File: src/rtl/alu181_pkg.sv
`default_nettype none
// +----------------------------------------------------------------------------+
// | alu181_pkg: shared types, 74181 function codes and index-width helpers      |
// | Revision: 1.0                                                               |
// +----------------------------------------------------------------------------+
package alu181_pkg;

  typedef enum logic [1:0] {
    ST_IDLE = 2'd0,
    ST_RUN  = 2'd1,
    ST_DONE = 2'd2
  } state_t;

  // Active-high-data 74181 select codes; XOR and AND are logic-mode (m = 1)
  localparam logic [3:0] S_ADD = 4'b1001;
  localparam logic [3:0] S_SUB = 4'b0110;
  localparam logic [3:0] S_XOR = 4'b0110;
  localparam logic [3:0] S_AND = 4'b1011;

  function automatic int clog2(input int n);
    int r;
    r = 0;
    while ((1 << r) < n) r++;
    return r;
  endfunction

  // A single-nibble build still needs a one-bit index register
  function automatic int idx_width(input int nib);
    return (nib > 1) ? clog2(nib) : 1;
  endfunction

endpackage
`default_nettype wire

File: src/rtl/alu181_nibble_seq_if.sv
`default_nettype none
// +----------------------------------------------------------------------------+
// | alu181_nibble_seq_if: command/result handshake bus of the nibble ALU        |
// | Revision: 1.0                                                               |
// +----------------------------------------------------------------------------+
interface alu181_nibble_seq_if #(
  parameter int WIDTH = 16
);
  logic             in_valid;
  logic             in_ready;
  logic [WIDTH-1:0] a;
  logic [WIDTH-1:0] b;
  logic [3:0]       s;
  logic             m;
  logic             cn_b;
  logic             out_valid;
  logic             out_ready;
  logic [WIDTH-1:0] f;
  logic             aeb;
  logic             cn4_b;
  logic             ovf;

  modport master (
    output in_valid, a, b, s, m, cn_b, out_ready,
    input  in_ready, out_valid, f, aeb, cn4_b, ovf
  );

  modport slave (
    input  in_valid, a, b, s, m, cn_b, out_ready,
    output in_ready, out_valid, f, aeb, cn4_b, ovf
  );
endinterface
`default_nettype wire

File: src/rtl/alu181_slice.sv
`default_nettype none
// +----------------------------------------------------------------------------+
// | alu181_slice: combinational 4-bit 74181 core (active-high data)             |
// | Revision: 1.0                                                               |
// +----------------------------------------------------------------------------+
module alu181_slice (
  input  logic [3:0] a,
  input  logic [3:0] b,
  input  logic [3:0] s,
  input  logic       m,
  input  logic       cn_b,
  output logic [3:0] f,
  output logic       cn4_b,
  output logic       c3
);
  logic [3:0] e;
  logic [3:0] d;
  logic [3:0] g;
  logic [3:0] p;
  logic [4:0] c;

  always_comb begin
    e = ~((a & b & {4{s[3]}}) | (a & ~b & {4{s[2]}}));
    d = ~((~b & {4{s[1]}}) | (b & {4{s[0]}}) | a);
    // ~E is the bit generate and ~D the bit propagate of the internal adder
    g = ~e;
    p = ~d;
    c[0] = ~cn_b;
    c[1] = g[0] | (p[0] & c[0]);
    c[2] = g[1] | (p[1] & g[0]) | (p[1] & p[0] & c[0]);
    c[3] = g[2] | (p[2] & g[1]) | (p[2] & p[1] & g[0]) | (p[2] & p[1] & p[0] & c[0]);
    c[4] = g[3] | (p[3] & g[2]) | (p[3] & p[2] & g[1]) | (p[3] & p[2] & p[1] & g[0])
         | (p[3] & p[2] & p[1] & p[0] & c[0]);
    f = e ^ d ^ (c[3:0] | {4{m}});
  end

  assign cn4_b = ~c[4];
  assign c3    = c[3];

endmodule
`default_nettype wire

File: src/rtl/alu181_nibble_seq.sv
`default_nettype none
// +----------------------------------------------------------------------------+
// | alu181_nibble_seq: WIDTH-bit ALU sequencing one 74181 slice, LSB nibble     |
// | first. Define ALU181_OVF_EN to enable the signed-overflow output.           |
// | Revision: 1.0                                                               |
// +----------------------------------------------------------------------------+
module alu181_nibble_seq
  import alu181_pkg::*;
#(
  parameter int WIDTH = 16
) (
  input  logic                 wb_clk_i,
  input  logic                 wb_rst_i,
  alu181_nibble_seq_if.slave   bus
);
  localparam int              NIB    = WIDTH / 4;
  localparam int              KW     = idx_width(NIB);
  localparam logic [KW-1:0]   K_LAST = KW'(NIB - 1);

  state_t           state;
  state_t           state_nx;
  logic             in_ready_w;
  logic             out_valid_w;
  logic             accept;
  logic             last;

  logic [WIDTH-1:0] a_q;
  logic [WIDTH-1:0] b_q;
  logic [WIDTH-1:0] f_q;
  logic [3:0]       s_q;
  logic             m_q;
  logic             c_b_q;
  logic             aeb_q;
  logic [KW-1:0]    k_q;

  logic [3:0]       nib_f;
  logic             nib_cn4b;
  logic             nib_c3;

  assign accept = (state == ST_IDLE) && bus.in_valid;
  assign last   = (k_q == K_LAST);

  // Operands shift down a nibble per cycle so the slice always sees bits [3:0]
  alu181_slice u_slice (
    .a     (a_q[3:0]),
    .b     (b_q[3:0]),
    .s     (s_q),
    .m     (m_q),
    .cn_b  (c_b_q),
    .f     (nib_f),
    .cn4_b (nib_cn4b),
    .c3    (nib_c3)
  );

  always_ff @(posedge wb_clk_i) begin
    if (wb_rst_i) begin
      state <= ST_IDLE;
    end else begin
      state <= state_nx;
    end
  end

  always_comb begin
    state_nx    = state;
    in_ready_w  = 1'b0;
    out_valid_w = 1'b0;
    case (state)
      ST_IDLE: begin
        in_ready_w = 1'b1;
        if (bus.in_valid) state_nx = ST_RUN;
      end
      ST_RUN: begin
        if (last) state_nx = ST_DONE;
      end
      ST_DONE: begin
        out_valid_w = 1'b1;
        if (bus.out_ready) state_nx = ST_IDLE;
      end
      default: state_nx = ST_IDLE;
    endcase
  end

  assign bus.in_ready  = in_ready_w & ~wb_rst_i;
  assign bus.out_valid = out_valid_w;

  always_ff @(posedge wb_clk_i) begin
    if (wb_rst_i) begin
      a_q   <= '0;
      b_q   <= '0;
      f_q   <= '0;
      s_q   <= 4'd0;
      m_q   <= 1'b0;
      c_b_q <= 1'b1;
      aeb_q <= 1'b0;
      k_q   <= '0;
    end else if (accept) begin
      a_q   <= bus.a;
      b_q   <= bus.b;
      s_q   <= bus.s;
      m_q   <= bus.m;
      c_b_q <= bus.cn_b;
      aeb_q <= 1'b1;
      k_q   <= '0;
    end else if (state == ST_RUN) begin
      a_q                  <= a_q >> 4;
      b_q                  <= b_q >> 4;
      f_q[{k_q, 2'b00} +: 4] <= nib_f;
      c_b_q                <= nib_cn4b;
      aeb_q                <= aeb_q & (&nib_f);
      k_q                  <= k_q + KW'(1);
    end
  end

  assign bus.f     = f_q;
  assign bus.aeb   = aeb_q;
  assign bus.cn4_b = c_b_q;

`ifdef ALU181_OVF_EN
  logic ovf_q;

  // Overflow is carry into the MSB xor carry out of it, taken on the top nibble
  always_ff @(posedge wb_clk_i) begin
    if (wb_rst_i) begin
      ovf_q <= 1'b0;
    end else if (accept) begin
      ovf_q <= 1'b0;
    end else if ((state == ST_RUN) && last) begin
      ovf_q <= ~m_q & (nib_c3 ^ ~nib_cn4b);
    end
  end

  assign bus.ovf = ovf_q;
`else
  logic c3_unused;

  assign c3_unused = nib_c3;
  assign bus.ovf   = 1'b0;
`endif

endmodule
`default_nettype wire

File: src/flat_wrapper.sv
// flat-port wrapper written by rule: the top's interface ports become plain ports
module alu181_nibble_seq_flat import alu181_pkg::*;
#(
  parameter int WIDTH = 16
)
  (wb_clk_i, wb_rst_i, bus_in_valid, bus_a, bus_b, bus_s, bus_m, bus_cn_b, bus_out_ready, bus_in_ready, bus_out_valid, bus_f, bus_aeb, bus_cn4_b, bus_ovf);
  alu181_nibble_seq_if #(.WIDTH(WIDTH)) bus_i ();
  input  logic wb_clk_i;
  input  logic wb_rst_i;
  input wire logic [$bits(bus_i.in_valid)-1:0] bus_in_valid;
  input wire logic [$bits(bus_i.a)-1:0] bus_a;
  input wire logic [$bits(bus_i.b)-1:0] bus_b;
  input wire logic [$bits(bus_i.s)-1:0] bus_s;
  input wire logic [$bits(bus_i.m)-1:0] bus_m;
  input wire logic [$bits(bus_i.cn_b)-1:0] bus_cn_b;
  input wire logic [$bits(bus_i.out_ready)-1:0] bus_out_ready;
  output wire logic [$bits(bus_i.in_ready)-1:0] bus_in_ready;
  output wire logic [$bits(bus_i.out_valid)-1:0] bus_out_valid;
  output wire logic [$bits(bus_i.f)-1:0] bus_f;
  output wire logic [$bits(bus_i.aeb)-1:0] bus_aeb;
  output wire logic [$bits(bus_i.cn4_b)-1:0] bus_cn4_b;
  output wire logic [$bits(bus_i.ovf)-1:0] bus_ovf;
  assign bus_i.in_valid = bus_in_valid;
  assign bus_i.a = bus_a;
  assign bus_i.b = bus_b;
  assign bus_i.s = bus_s;
  assign bus_i.m = bus_m;
  assign bus_i.cn_b = bus_cn_b;
  assign bus_i.out_ready = bus_out_ready;
  assign bus_in_ready = bus_i.in_ready;
  assign bus_out_valid = bus_i.out_valid;
  assign bus_f = bus_i.f;
  assign bus_aeb = bus_i.aeb;
  assign bus_cn4_b = bus_i.cn4_b;
  assign bus_ovf = bus_i.ovf;
  alu181_nibble_seq #(.WIDTH(WIDTH)) u_core (.wb_clk_i(wb_clk_i), .wb_rst_i(wb_rst_i), .bus(bus_i));
endmodule
File: config.mk
export PLATFORM = sky130hd
export DESIGN_NAME = alu181_nibble_seq_flat
export DESIGN_NICKNAME = d
export VERILOG_FILES = /design/src/rtl/alu181_pkg.sv /design/src/rtl/alu181_nibble_seq_if.sv /design/src/rtl/alu181_slice.sv /design/src/rtl/alu181_nibble_seq.sv /design/src/flat_wrapper.sv
export SDC_FILE = /design/constraint.sdc
export NUM_CORES = 1
export LEC_CHECK = 0
export ABC_AREA = 1
export ABC_CLOCK_PERIOD_IN_PS = 1900
export BUFFER_PORTS_ARGS = -buffer_cell sky130_fd_sc_hd__buf_2
export CAP_MARGIN = 20
export CORE_AREA = 2 2 89 91
export CTS_BUF_LIST = sky130_fd_sc_hd__clkbuf_4 sky130_fd_sc_hd__clkbuf_8
export DETAILED_ROUTE_END_ITERATION = 10
export DIE_AREA = 0 0 91 93
export GPL_ROUTABILITY_DRIVEN = 0
export PLACE_DENSITY = 0.55
export SETUP_SLACK_MARGIN = 0.1
export SLEW_MARGIN = 0
export SYNTH_ARGS = -nofsm -noshare
export SYNTH_HDL_FRONTEND = slang
export SYNTH_SLANG_ARGS = --single-unit
File: constraint.sdc
create_clock -name wb_clk_i -period 1.9 [get_ports wb_clk_i]
set_input_delay 0.095 -clock wb_clk_i [delete_from_list [all_inputs] [get_ports wb_clk_i]]
set_output_delay 0.095 -clock wb_clk_i [all_outputs]
set_load 0.01 [all_outputs]
# After elaboration in Yosys (flattened, before gate mapping)
# Cells that the tools add are included.
# Widths: inputs -> output; s select.
# word_totals
regBits,59
inputBits,42
output_inout_bits,21
word_cells,90
# classes
addsub,2
n_eq_ne,6
shifts,2
muxes,15
n_bitwise,49
reduce_logical,7
# ops
operator,count
$mux 16,4
$and 4x4->4,6
$not 4->4,5
$and 1x1->1,18
$bwmux 16,1
$or 4x4->4,4
$shift 4x6->16 const A,1
$shiftx 4x6->16,1
$or 1x1->1,10
$xor 4x4->4,2
$mux 1,6
$mux 2,3
$neg 4->6,1
$pmux 2 s3,1
$eq 2x2->1 const B,2
$ne 2x2->1 const B,2
$not 1->1,4
$reduce_and 4->1,1
$reduce_and 3->1,1
$add 2x1->2 const B,1
$eq 2x1->1 const B,1
$logic_not 2->1,1
$ne 2x1->1 const B,1
$reduce_and 2->1,1
other kinds (3),3

# Depth between registers and ports, before layout
# logic_depth
ltp_word,16
depth_mapped,13
ltp_nobuf,13

# By module
# Synthesis repeated with hierarchy kept, for this count alone.
# unflattened
cells_unflattened,441
hier_area_um2,2946.6
# by_module_without_submodules
mod,instances,cells_per_inst,area_per_inst_um2,seq_area_each_um2
alu181_nibble_seq,1,373,2625.0,1181.1
alu181_slice,1,68,321.6,0.0

# Least setup slack after synthesis
# OpenSTA, ideal clock, no wires.
# synth_timing
path_kind,flip-flop to flip-flop
start,reg u_core.k_q[0]
end,"reg u_core.f_q[0], in the netlist u_core.bus.f[0]"
setup_time_ns,0.071
t_arrival_ns,1.478
t_required_ns,1.829
setup_slack_ns,0.351
path_stages_with_launch,6
n_path_buf,0
synth_period_minus_slack_ns,1.549
cell_sequence,dfxtp_1 inv_1 ha_1 nor4_2 nand2_1 a21oi_1
# synth_via
elab_chain_cells,3
elab_cells_between_ends,4
classes_between,add/sub: 1; shift: 2; mux: 1
# synth_lines
item,line,source
start: declaration,alu181_nibble_seq.sv:34,logic [KW-1:0] k_q;
start signal: assignment,alu181_nibble_seq.sv:110,k_q <= k_q + KW'(1);
$neg 4->6 (*),alu181_nibble_seq.sv:107,"f_q[{k_q, 2'b00} +: 4] <= nib_f;"
$shiftx 4x6->16 or $shift 4x6->16 (tied branches),alu181_nibble_seq.sv:107,
$bwmux 16 (*),alu181_nibble_seq.sv:107,
end signal: indexed assignment,alu181_nibble_seq.sv:107,
end: declaration,alu181_nibble_seq.sv:29,logic [WIDTH-1:0] f_q;
# Every way passes the cells marked *; elsewhere a longest branch is shown, timed or not.
# A chain may end at the register's enable or synchronous reset.

# Final worst setup path
# layout_timing
start,reg u_core.k_q[0]
end,"reg u_core.f_q[1], in the netlist u_core.bus.f[1]"
# Same word-level chain as after synthesis.

==> run summary <==
Run status: finished, final reports clean
Via density: 4.660
Int Power: 2.100 mW
Longest Clk Path Bufs: 2
Tightest Pin Transition: 0.6192 ns
Clock power share: 38.7%
Pwr dens: 870.7 nW/um^2
Share of cells above drive strength 1: 25.11%
YS warnings: 0
Slew Limit Fails: 0
Number of detailed-route iterations in the first pass: 4
Reg power frac: 45.6%
RSZ-0062 raised after global routing: no
Critical path class: register to register
Postcts setup bufs: 0
Final WL: 6.586 mm
Slew headroom: 58.72%
Leak: 1.424 nW
Worst-path clk slew: 0.07 ns
Register area share after synthesis: 43.81%
Clk Latency, worst-skew pair: 0.34 ns
Diode count: 0
# clock sinks: 59
IO Port Bufs: 61
Tcrit/Tclk final: 82.32%
Cells after DPL: 530
Hold Violations, Final: 0
Hpwl dp: 4.626 mm
CP Launch Type: register
ANT nets after route: 0
Number of I/O pins: 63
Max frequency: 0.6393 GHz
Chip width: 91 um
Final setup fails: 0
Mapped Cells: 378
Max Cap Viol: 0
Sw power: 874.9 uW
Area Overhead vs Synth: 26.73%
Worst min path class: input pin to register
Netlist cell types: 31
Endpoint class of the critical path: register
Number of global-route vias before repair: 2442
Final critical-path required period: 1.564 ns
Cell Area, Synth: 2696 um^2
CTS tree: yes
WL/cell: 11.85 um
Post-Syn Nets: 425
First-pass GRT wire length: 11.16 mm
Post_cts resized: 0
Core Region: 7527 um^2
Synth Register Bits: 59
Initial antenna violation count: 0
CP required: 2.16 ns
Comb pwr share: 15.7%
Crit-path max FO: 7
Initial Utilization: 35.82%
# rows: 32
Hold buffer count at CTS: 10
Worst VDD drop: 0.4881 mV
Largest net degree at the start of global routing: 33
Setup TNS: 0 ns
Syn Area/Cell: 7.133 um^2
Via count: 2591
Clock tree root buffer cell: clkbuf_8
Total Power: 2.975 mW
Num CTS Buffers: 9
Sw Share: 29.41%
Die height: 93 um
# DRC: 0
Layout Nets: 496
Remaining Overflow, GRT: 0
Total track usage: 16.36%
Initial DRC count: 126
Cell Count, Final, Fillers Out: 556
H-tree Lvls: 3
Die ar.: 8463 um^2
Clk_skew: 0.009607 ns
WP data arrival: 1.83 ns
## cells in the mapped netlist (all sizes together)
| master | instances | share of area [%] |
|---|---|---|
| a211oi | 5 | 1.4 |
| nand4 | 3 | 0.70 |
| clkbuf | 9 | 1.3 |
| ha | 5 | 2.3 |
| nor3 | 5 | 1.1 |
| nand3b | 1 | 0.28 |
| or2 | 1 | 0.23 |
| dfxtp | 59 | 44 |
| a31oi | 24 | 5.6 |
| o21ai | 1 | 0.19 |
| nor2 | 18 | 2.9 |
| nand3 | 14 | 3.5 |
| buf | 9 | 1.7 |
| a221oi | 1 | 0.32 |
| inv | 26 | 3.6 |
| nand2 | 160 | 23 |
| xor2 | 1 | 0.32 |
| a32oi | 1 | 0.32 |
| nor4 | 1 | 0.46 |
| conb | 1 | 0.14 |
| xnor2 | 1 | 0.32 |
| a21oi | 31 | 6.3 |
| and2 | 1 | 0.32 |
## layout make-up
cell class	count	area, um^2
Multi-Input combinational cell	275	1339
Tap cell	102	127.6
Sequential cell	59	1181
Clock inverter	7	77.57
Clock buffer	9	123.9
Timing Repair Buffer	78	470.5
Inverter	26	97.59
Fill cell	821	4110
## power groups by stage
stage          sequential [mW]  clock (mW)  combinational, mW
3_3_place_gp              1.38           0              0.450
6_report                  1.36        1.15              0.467
2_1_floorplan             1.38           0              0.311
3_5_place_dp              1.38           0              0.455
5_1_grt                   1.37        1.25              0.531
4_1_cts                   1.36        1.18              0.472
## path summary, 6_finish.rpt
kind,from,endpoint,depth (start not counted),slack [ns]
max reg2reg,u_core.k_q[0],u_core.bus.f[1],5,0.34
max,u_core.k_q[0],u_core.bus.f[1],5,0.34
min,bus_a[9],u_core.a_q[9],3,0.02
min reg2reg,u_core.b_q[15],u_core.b_q[15],2,0.46
## flip-flops by register name, indices dropped and copies added, names as in the netlist
signal / cells
u_core.m_q: 1
u_core.a_q: 16
u_core.b_q: 16
u_core.s_q: 4
u_core.bus.cn4_b: 1
u_core.bus.f: 16
u_core.bus.aeb: 1
u_core.k_q: 2
u_core.state: 2
## cells in the final DEF (no fill, tap or decap), types with 5 or more instances in the layout
cell type,n
a211oi_1,5
a21oi_1,27
a31oi_1,24
buf_2,61
buf_4,6
clkbuf_8,9
dfxtp_1,59
dlygate4sd3_1,10
ha_1,5
inv_1,20
inv_2,6
nand2_1,153
nand2_2,7
nand3_1,9
nand3_2,5
nor2_1,14
## routing by layer
metal	wire length (um)	part of all wire [%]	track usage (%)	up-vias
met5	0	0	0	-
met1	3282	50	21.54	1165
met2	2943	45	26.23	48
met3	277	4.2	4.996	6
li1	-	-	-	1372
met4	82	1.2	4.167	0
## kinds of logic (layout without fill, tap and decap cells)
kind of cell / count (synthesis) / after routing / share of synthesized area (%)
simple gates: 204 / 204 / 32.44
flops: 59 / 59 / 43.81
fa+ha+maj: 5 / 5 / 2.320
buf+inv: 44 / 120 / 6.543
compound gates: 63 / 63 / 14.11
other cells: 1 / 1 / 0.1391
xor+xnor: 2 / 2 / 0.6498
## through the flow
stage          worst slack (ns)  area (um^2)  hold WS [ns]  util [%]
6_report                 0.3359         3417       0.01639     45.40
5_1_grt                  0.1588         3417      0.009931     45.40
4_1_cts                  0.3170         3417      0.003772     45.40
3_5_place_dp             0.3394         3115        0.3394     41.39
3_3_place_gp             0.3831         3115        0.3400     41.39
2_1_floorplan            0.3512         2696        0.2395         -
## critical path, cell delays in order, from the launching register on
cell and delay [ns]:
dfxtp_1 0.33, inv_1 0.12, ha_1 0.38, nor4_2 0.42
nand2_1 0.11, a21oi_1 0.14
Note: power is estimated with default switching activity, not from simulation.
